$ cat config.mk
export PLATFORM = sky130hd
export DESIGN_NAME = udma_filter_cfg_seq
export DESIGN_NICKNAME = d
export VERILOG_FILES = /design/src/rtl/udma_filter_pkg.sv /design/src/rtl/udma_filter_poll_timer.sv /design/src/rtl/udma_filter_cfg_seq.sv
export SDC_FILE = /design/constraint.sdc
export NUM_CORES = 1
export LEC_CHECK = 0
export ABC_CLOCK_PERIOD_IN_PS = 6000
export BUFFER_PORTS_ARGS = -buffer_cell sky130_fd_sc_hd__buf_2
export CORE_MARGIN = 5
export CORE_UTILIZATION = 40
export DETAILED_ROUTE_END_ITERATION = 6
export PLACE_DENSITY = 0.66
export SLEW_MARGIN = 40
export SYNTH_ARGS = -nofsm -noshare
export SYNTH_HDL_FRONTEND = slang
export SYNTH_SLANG_ARGS = --single-unit
$ cat constraint.sdc
create_clock -name clk_i -period 6 [get_ports clk_i]
set_input_delay 0.9 -clock clk_i [delete_from_list [all_inputs] [get_ports clk_i]]
set_output_delay 0.9 -clock clk_i [all_outputs]
set_load 0.005 [all_outputs]
$ cat src/rtl/udma_filter_pkg.sv
// udma_filter_pkg: filter cfg-port register map and sequencer state encoding
package udma_filter_pkg;
  localparam logic [4:0] REG_BINCU_CNT = 5'h15;
  localparam logic [4:0] REG_START     = 5'h17;
  localparam logic [4:0] REG_DONE      = 5'h18;
  typedef enum logic [2:0] {
    S_IDLE,
    S_WR,
    S_START,
    S_GAP,
    S_POLL,
    S_RDCNT,
    S_CLR
  } state_e;
endpackage

$ cat src/rtl/udma_filter_poll_timer.sv
// udma_filter_poll_timer: inter-poll gap down-counter and saturating poll counter with timeout match
module udma_filter_poll_timer #(
  parameter int POLL_GAP  = 8,
  parameter int TIMEOUT_W = 16
) (
  input  logic                 clk_i,
  input  logic                 rst_i,
  input  logic                 load_i,
  input  logic                 reload_i,
  input  logic                 dec_i,
  input  logic                 inc_i,
  input  logic [TIMEOUT_W-1:0] timeout_i,
  output logic                 gap_zero_o,
  output logic                 tmo_o
);
  localparam int GW = POLL_GAP > 1 ? $clog2(POLL_GAP) : 1;
  localparam logic [GW-1:0] GAP_LOAD = GW'(POLL_GAP - 1);
  logic [GW-1:0]        gap_q;
  logic [TIMEOUT_W-1:0] poll_q, poll_inc;
  assign poll_inc   = &poll_q ? poll_q : poll_q + 1'b1;
  assign gap_zero_o = gap_q == '0;
  // match on the count this poll would produce, so the deciding poll is the last one
  assign tmo_o      = timeout_i != '0 && poll_inc == timeout_i;
  always_ff @(posedge clk_i or posedge rst_i) begin
    if (rst_i) begin
      gap_q  <= '0;
      poll_q <= '0;
    end else begin
      gap_q  <= (load_i || reload_i) ? GAP_LOAD : (dec_i && !gap_zero_o) ? gap_q - 1'b1 : gap_q;
      poll_q <= load_i ? '0 : inc_i ? poll_inc : poll_q;
    end
  end
endmodule

$ cat src/rtl/udma_filter_cfg_seq.sv
// udma_filter_cfg_seq: cfg-bus initiator that writes a command list, starts the filter, polls done and reads the result
module udma_filter_cfg_seq
  import udma_filter_pkg::*;
#(
  parameter int TRANS_SIZE = 15,
  parameter int POLL_GAP   = 8,
  parameter int TIMEOUT_W  = 16
) (
  input  logic                  clk_i,
  input  logic                  rst_i,
  input  logic                  cmd_valid_i,
  output logic                  cmd_ready_o,
  input  logic [4:0]            cmd_addr_i,
  input  logic [31:0]           cmd_data_i,
  input  logic                  cmd_last_i,
  input  logic [TIMEOUT_W-1:0]  timeout_i,
  input  logic                  abort_i,
  output logic                  cfg_valid_o,
  output logic                  cfg_rwn_o,
  output logic [4:0]            cfg_addr_o,
  output logic [31:0]           cfg_data_o,
  input  logic                  cfg_ready_i,
  input  logic [31:0]           cfg_data_i,
  output logic                  busy_o,
  output logic                  job_done_o,
  output logic                  job_err_o,
  output logic [TRANS_SIZE-1:0] result_o
);
  state_e                state_q, state_d;
  logic                  err_q, err_d;
  logic [TRANS_SIZE-1:0] result_q;
  logic                  res_we, load, reload, dec, inc, gap_zero, tmo;
  logic                  unused_cfg_data;
  assign unused_cfg_data = ^cfg_data_i;
  assign busy_o   = state_q != S_IDLE;
  assign result_o = result_q;
  udma_filter_poll_timer #(
    .POLL_GAP (POLL_GAP),
    .TIMEOUT_W(TIMEOUT_W)
  ) u_timer (
    .clk_i     (clk_i),
    .rst_i     (rst_i),
    .load_i    (load),
    .reload_i  (reload),
    .dec_i     (dec),
    .inc_i     (inc),
    .timeout_i (timeout_i),
    .gap_zero_o(gap_zero),
    .tmo_o     (tmo)
  );
  always_comb begin
    state_d     = state_q;
    err_d       = err_q;
    cmd_ready_o = 1'b0;
    cfg_valid_o = 1'b0;
    cfg_rwn_o   = 1'b0;
    cfg_addr_o  = '0;
    cfg_data_o  = '0;
    job_done_o  = 1'b0;
    job_err_o   = 1'b0;
    res_we      = 1'b0;
    load        = 1'b0;
    reload      = 1'b0;
    dec         = 1'b0;
    inc         = 1'b0;
    case (state_q)
      S_IDLE: state_d = cmd_valid_i ? S_WR : S_IDLE;
      S_WR: begin
        if (abort_i) begin
          err_d   = 1'b1;
          state_d = S_CLR;
        end else begin
          cfg_valid_o = cmd_valid_i;
          cfg_addr_o  = cmd_addr_i;
          cfg_data_o  = cmd_data_i;
          cmd_ready_o = cfg_ready_i;
          if (cmd_valid_i && cfg_ready_i && cmd_last_i) state_d = S_START;
        end
      end
      // aborts here are latched in err and acted on only once the presented transfer is accepted
      S_START: begin
        cfg_valid_o = 1'b1;
        cfg_addr_o  = REG_START;
        cfg_data_o  = 32'h1;
        err_d       = err_q | abort_i;
        if (cfg_ready_i) begin
          load    = 1'b1;
          state_d = err_d ? S_CLR : S_GAP;
        end
      end
      S_GAP: begin
        dec     = 1'b1;
        err_d   = err_q | abort_i;
        state_d = err_d ? S_CLR : gap_zero ? S_POLL : S_GAP;
      end
      S_POLL: begin
        cfg_valid_o = 1'b1;
        cfg_rwn_o   = 1'b1;
        cfg_addr_o  = REG_DONE;
        err_d       = err_q | abort_i;
        if (cfg_ready_i) begin
          inc = !cfg_data_i[0];
          if (err_d) state_d = S_CLR;
          else if (cfg_data_i[0]) state_d = S_RDCNT;
          else if (tmo) begin
            err_d   = 1'b1;
            state_d = S_CLR;
          end else begin
            reload  = 1'b1;
            state_d = S_GAP;
          end
        end
      end
      S_RDCNT: begin
        cfg_valid_o = 1'b1;
        cfg_rwn_o   = 1'b1;
        cfg_addr_o  = REG_BINCU_CNT;
        err_d       = err_q | abort_i;
        if (cfg_ready_i) begin
          res_we  = !err_d;
          state_d = S_CLR;
        end
      end
      S_CLR: begin
        cfg_valid_o = 1'b1;
        cfg_addr_o  = REG_DONE;
        cfg_data_o  = 32'h1;
        if (cfg_ready_i) begin
          job_err_o  = err_q;
          job_done_o = !err_q;
          err_d      = 1'b0;
          state_d    = S_IDLE;
        end
      end
      default: state_d = S_IDLE;
    endcase
  end
  always_ff @(posedge clk_i or posedge rst_i) begin
    if (rst_i) begin
      state_q  <= S_IDLE;
      err_q    <= 1'b0;
      result_q <= '0;
    end else begin
      state_q  <= state_d;
      err_q    <= err_d;
      result_q <= res_we ? cfg_data_i[TRANS_SIZE-1:0] : result_q;
    end
  end
endmodule

======== Word-level counts from Yosys, hierarchy flattened ========
Cells that the tools add are included.
operators by class
  add/subtract/negate cells ............... 2
  eq/ne operators ......................... 13
  mux-type cells .......................... 51
  bitwise gates (word level) .............. 1
  reductions and logical operators ........ 24
operator list
  operator                                                               count
  32-bit one-hot mux with 2 select lines                                 1
  16-bit 2-to-1 mux                                                      3
  3-bit 2-to-1 mux                                                       14
  32-bit 2-to-1 mux                                                      1
  1-bit 2-to-1 mux                                                       27
  3-bit one-hot mux with 7 select lines                                  1
  5-bit one-hot mux with 4 select lines                                  1
  16-bit by 1-bit adder with 16-bit output, second input constant        1
  16-bit equality test                                                   1
  16-bit AND reduction                                                   1
  16-bit nonzero test                                                    1
  2-bit != test, second input constant                                   5
  3-bit equality test, second input constant                             3
  3-bit by 2-bit equality test with 1-bit output, second input constant  2
  3-bit zero test                                                        2
  2-bit OR reduction                                                     3
  5-bit 2-to-1 mux                                                       1
  5-bit AND reduction                                                    1
  1-bit logical AND                                                      4
  1-bit zero test                                                        4
  1-bit one-hot mux with 4 select lines                                  1
  2-bit nonzero test                                                     2
  4-bit nonzero test                                                     1
  4-bit OR reduction                                                     1
  other kinds (9)                                                        9
word-level totals
  register bits ........................... 38
  input bits .............................. 91
  output and inout port bits .............. 58
  word-level logic and storage cells ...... 96

======== Longest topological paths before layout ========
  depth in word-level cells ............... 11
  gate-level depth with buffers ........... 10
  gate-level depth less buffers ........... 8

======== Cells and area by module ========
Synthesis repeated with hierarchy kept, for this count alone.
unflattened totals
  cells, all modules ...................... 349
  area total of the unflattened synthesis .. 3,125.5 µm²
by module, submodules not included
  module                  instances  cells an instance  area an instance (µm²)  seq. area each (µm²)
  udma_filter_poll_timer  1          199                1,695.4                 475.5
  udma_filter_cfg_seq     1          150                1,430.1                 475.5

======== Least setup slack after synthesis ========
No wires, ideal clock.
  kind .................................... input -> output
  start point ............................. input abort_i
  end point ............................... output cfg_data_o[19]
  arrival ................................. 2,046 ps
  path slack .............................. 3,054 ps
  stages on the path ...................... 5
  cells stage by stage .................... clkbuf_1 -> nor4b_1 -> clkbuf_1 -> clkbuf_1 -> and2_1
between the ends
  longest elaborated chain between the ends .. 2
ends and longest elaborated chain
  element                                 line                       text
  from (decl)                             udma_filter_cfg_seq.sv:17  input logic abort_i,
  32-bit 2-to-1 mux                       udma_filter_cfg_seq.sv:69  if (abort_i) begin
  32-bit one-hot mux with 2 select lines  udma_filter_cfg_seq.sv:66  case (state_q)
  to (decl)                               udma_filter_cfg_seq.sv:21  output logic [31:0] cfg_data_o,
Every way passes these cells.

======== Worst setup path after layout ========
  start point ............................. register u_timer.poll_q[0]
  end point ............................... register err_q
between the ends
  longest elaborated chain between the ends .. 9
  elaborated cells between the ends (all ways) .. 10
ends and longest elaborated chain
  element                                                                                  line                          text
  from (decl)                                                                              udma_filter_poll_timer.sv:19  logic [TIMEOUT_W-1:0] poll_q, poll_inc;
  from (signal assigned)                                                                   udma_filter_poll_timer.sv:30  poll_q <= load_i ? '0 : inc_i ? poll_inc : poll_q;
  16-bit by 1-bit adder with 16-bit output / 16-bit AND reduction (equally long branches)  udma_filter_poll_timer.sv:20  assign poll_inc = &poll_q ? poll_q : poll_q + 1'b1;
  16-bit 2-to-1 mux (*)                                                                    udma_filter_poll_timer.sv:20
  16-bit equality test (*)                                                                 udma_filter_poll_timer.sv:23  assign tmo_o = timeout_i != '0 && poll_inc == timeout_i;
  1-bit logical AND (*)                                                                    udma_filter_poll_timer.sv:23
  1-bit 2-to-1 mux (*)                                                                     udma_filter_cfg_seq.sv:105    else if (tmo) begin
  1-bit 2-to-1 mux (*)                                                                     udma_filter_cfg_seq.sv:104    else if (cfg_data_i[0]) state_d = S_RDCNT;
  1-bit 2-to-1 mux (*)                                                                     udma_filter_cfg_seq.sv:103    if (err_d) state_d = S_CLR;
  1-bit 2-to-1 mux (*)                                                                     udma_filter_cfg_seq.sv:101    if (cfg_ready_i) begin
  1-bit one-hot mux with 4 select lines (*)                                                udma_filter_cfg_seq.sv:66
  to (signal assigned)                                                                     udma_filter_cfg_seq.sv:145    err_q <= err_d;
  to (decl)                                                                                udma_filter_cfg_seq.sv:30     logic err_q, err_d;
Every way passes the cells marked *; elsewhere a longest branch is shown, timed or not.
A chain may end at the register's enable or synchronous reset.

==> flow_metrics.py <==
metrics = {
    "power": {
        "p_sw_share_pct": 37.5,
        "cellLeakagePower_nw": 1.94,
        "p_sw_mw": 0.429,
        "power_density_nw_per_um2": 277,
        "seqPwrFrac_pct": 36.6,
        "vdd_drop_max_mv": 0.105,
        "p_clk_share_pct": 23.1,
        "p_int_mw": 0.716,
        "power_frac_comb_pct": 40.3,
    },
    "die": {
        "rows": 33,
        "core_um2": 8180,
        "die_height_um": 101,
        "start_util_pct": 40.7,
        "io_pins": 149,
        "die_area_um2": 10200,
        "die_w_um": 101,
    },
    "cells_and_area": {
        "layout.nets": 613,
        "antenna_cells": 0,
        "final_cells": 625,
        "synthToLayoutAreaGrowth_pct": 24.5,
        "drive_above_1_share_pct": 34.8,
    },
    "logic_synthesis": {
        "synth_cell_types": 69,
        "synthFlopType": "dfrtp_1",
        "yosys_warnings": 0,
        "async_reset_ff_share_pct": 100,
        "syn_inst": 409,
        "ys_top_cells_by_area": "dfrtp_1, and2_1, mux2_2",
        "synth-edff-count": 0,
        "syn_area_per_cell_um2": 8.13,
        "synth_seq_area_share_pct": 28.6,
        "synth_nets": 503,
        "yosysTopAreaCell": "dfrtp_1",
        "synth_common_cells": "dfrtp_1, and2_1, nand2_1",
        "synth.most_common_cell": "dfrtp_1",
        "syn_area_um2": 3330,
        "synth-seq-cells": 38,
        "yosysTopAreaCellShare_pct": 28.6,
    },
    "place": {
        "dp.cells": 617,
        "numPortBuffers": 131,
        "dp_hpwl_um": 8780,
        "place_congestion": 0.951,
    },
    "route": {
        "drt_pre_antenna_iters": 4,
        "ant_nets": 0,
        "drtIter0Drc": 220,
        "wirelength_um": 11300,
        "vias_per_cell": 5.77,
        "drc": 0,
        "vias": 3606,
        "post_drt_wl_per_cell_um": 18.0,
    },
    "global_route": {
        "grt_use_met1_pct": 27.3,
        "grt_overflow": 0,
        "grt_pass1_vias": 3448,
        "met3_usage_pct": 3.51,
        "grt_max_degree": 39,
        "grt_busiest_layer": "met2",
        "grt_pass1_wl_um": 17800,
        "gr-usage-all-layers_pct": 21.8,
        "antenna_found_initial": 0,
        "gr-usage-met2_pct": 39.1,
    },
    "clock_network": {
        "htreeDepth": 2,
        "ctsRootBufferMaster": "clkbuf_8",
        "cts_tree": "yes",
        "cts_resized": 0,
        "path_clk_slew_ps": 80,
        "cts_buffers": 5,
        "post_cts_buffers": 0,
        "clock_path_buffers": 2,
        "ctsHoldBuffers": 0,
        "clock_latency_ps": 300,
        "clock_sinks": 38,
    },
    "critical_path": {
        "worst_ep_arrival_time_ps": 3820,
        "crit_type": "reg -> reg",
        "worstSetupStartpointType": "flop",
        "required_ps": 6220,
        "endpoint_kind": "flop",
        "path_max_fanout": 16,
    },
    "job": {
        "cap_violations": 0,
    },
    "sta": {
        "finalCriticalPeriod_ps": 3600,
        "slew_headroom_pct": 51.1,
        "timing_max_transition_violations_final": 0,
        "worstMarginPinSlew_ps": 733,
        "period_share_pct": 60.0,
        "setup_viol": 0,
        "hold_viol_final": 0,
        "tns_ps": 0,
        "max_freq_ghz": 0.278,
        "fin_worst_skew_ps": 8.32,
        "grt_setup_unrepaired": "false",
    },
    "min_path": {
        "hp-class": "reg -> reg",
    },
    "run_status": {
        "outcome": "finished, final reports clean",
    },
}
## through the flow
step | total power [mW] | cell area (um^2) | hold slack [ps] | worst slack (ps) | utilization [%]
3_5_place_dp | 0.887 | 4000 | 494 | 2480 | 49.0
4_1_cts | 1.16 | 4140 | 513 | 2430 | 50.7
5_1_grt | 1.24 | 4140 | 527 | 2140 | 50.7
2_1_floorplan | 0.697 | 3330 | 500 | 3050 | -
3_3_place_gp | 0.873 | 4000 | 485 | 2530 | 48.9
6_report | 1.15 | 4140 | 506 | 2400 | 50.7
## layout make-up
class	instances	area [um^2]
clock buffers	5	68.8
clock inverters	3	68.8
fillers	791	4030
inverters	16	60.1
multi-input cells	323	2180
flip-flops and latches	38	951
well taps	105	131
repair buffers	135	686
## per-layer routing
| layer | part of all wire (%) | up-vias |
|---|---|---|
| met1 | 38 | 1666 |
| met4 | 1.5 | 0 |
| met2 | 50 | 191 |
| li1 | - | 1730 |
| met5 | 0 | - |
| met3 | 10 | 19 |
## worst max-delay path, cell delays in order (launching register included)
cell	delay, ps
dfrtp_1	480
ha_1	320
nand3_2	390
nor4_4	670
mux2_2	420
a211oi_1	300
nand4_1	220
or4_4	580
o21ai_2	130
## cells in the final DEF (no fill, tap or decap), drive strengths merged, types with 2 or more instances in the layout
cell and instances:
a41oi 3, dfrtp 38, nor3 11, mux2 17
nor2b 3, clkbuf 5, a31oi 5, o22ai 3
xnor2 8, a2bb2oi 2, a21o 4, nand3 21
buf 135, xor2 8, and2 34, nand4 15
nor4 11, inv 16, nand2 31, a211oi 10
a21oi 21, nand4b 2, or3 9, nor3b 3
a311oi 3, and4 7, nor4b 2, nor2 25
o21ai 27, bufinv 2, mux2i 3, and3 3
o211ai 2, nand2b 4, a31o 2, ha 3
## path summary, 6_finish.rpt
check	slack [ps]	depth (start not counted)	start	endpoint
min in group asynchronous	710	3	rst_i	u_timer.poll_q[0]
max in group asynchronous	4950	3	rst_i	result_o[0]
hold reg to reg	510	1	result_o[14]	result_o[14]
setup / recovery	2400	8	u_timer.poll_q[0]	err_q
hold / removal	510	1	result_o[14]	result_o[14]
setup reg to reg	2400	8	u_timer.poll_q[0]	err_q
## power groups by stage
stage	combinational, mW	clock, mW	sequential, mW
2_1_floorplan	0.327	0	0.371
3_3_place_gp	0.455	0	0.418
3_5_place_dp	0.464	0	0.423
4_1_cts	0.466	0.272	0.418
5_1_grt	0.520	0.282	0.436
6_report	0.462	0.264	0.419
## state kept, by name, indices dropped and copies added (netlist names)
signal          count
u_timer.poll_q     16
result_o           15
state_q             3
u_timer.gap_q       3
err_q               1
## kinds of logic (layout without fill, tap and decap cells)
group,Yosys count,in the layout,share of synthesized area [%]
and+or+nand+nor,184,184,32.4
AOI/OAI and AO/OA,100,100,20.7
buffers and inverters,48,159,6.25
DFF,38,38,28.6
muxes,20,20,6.66
xor gates and xnor gates,16,16,4.21
adders and majority gates,3,3,1.13
Note: power is estimated with default switching activity, not from simulation.
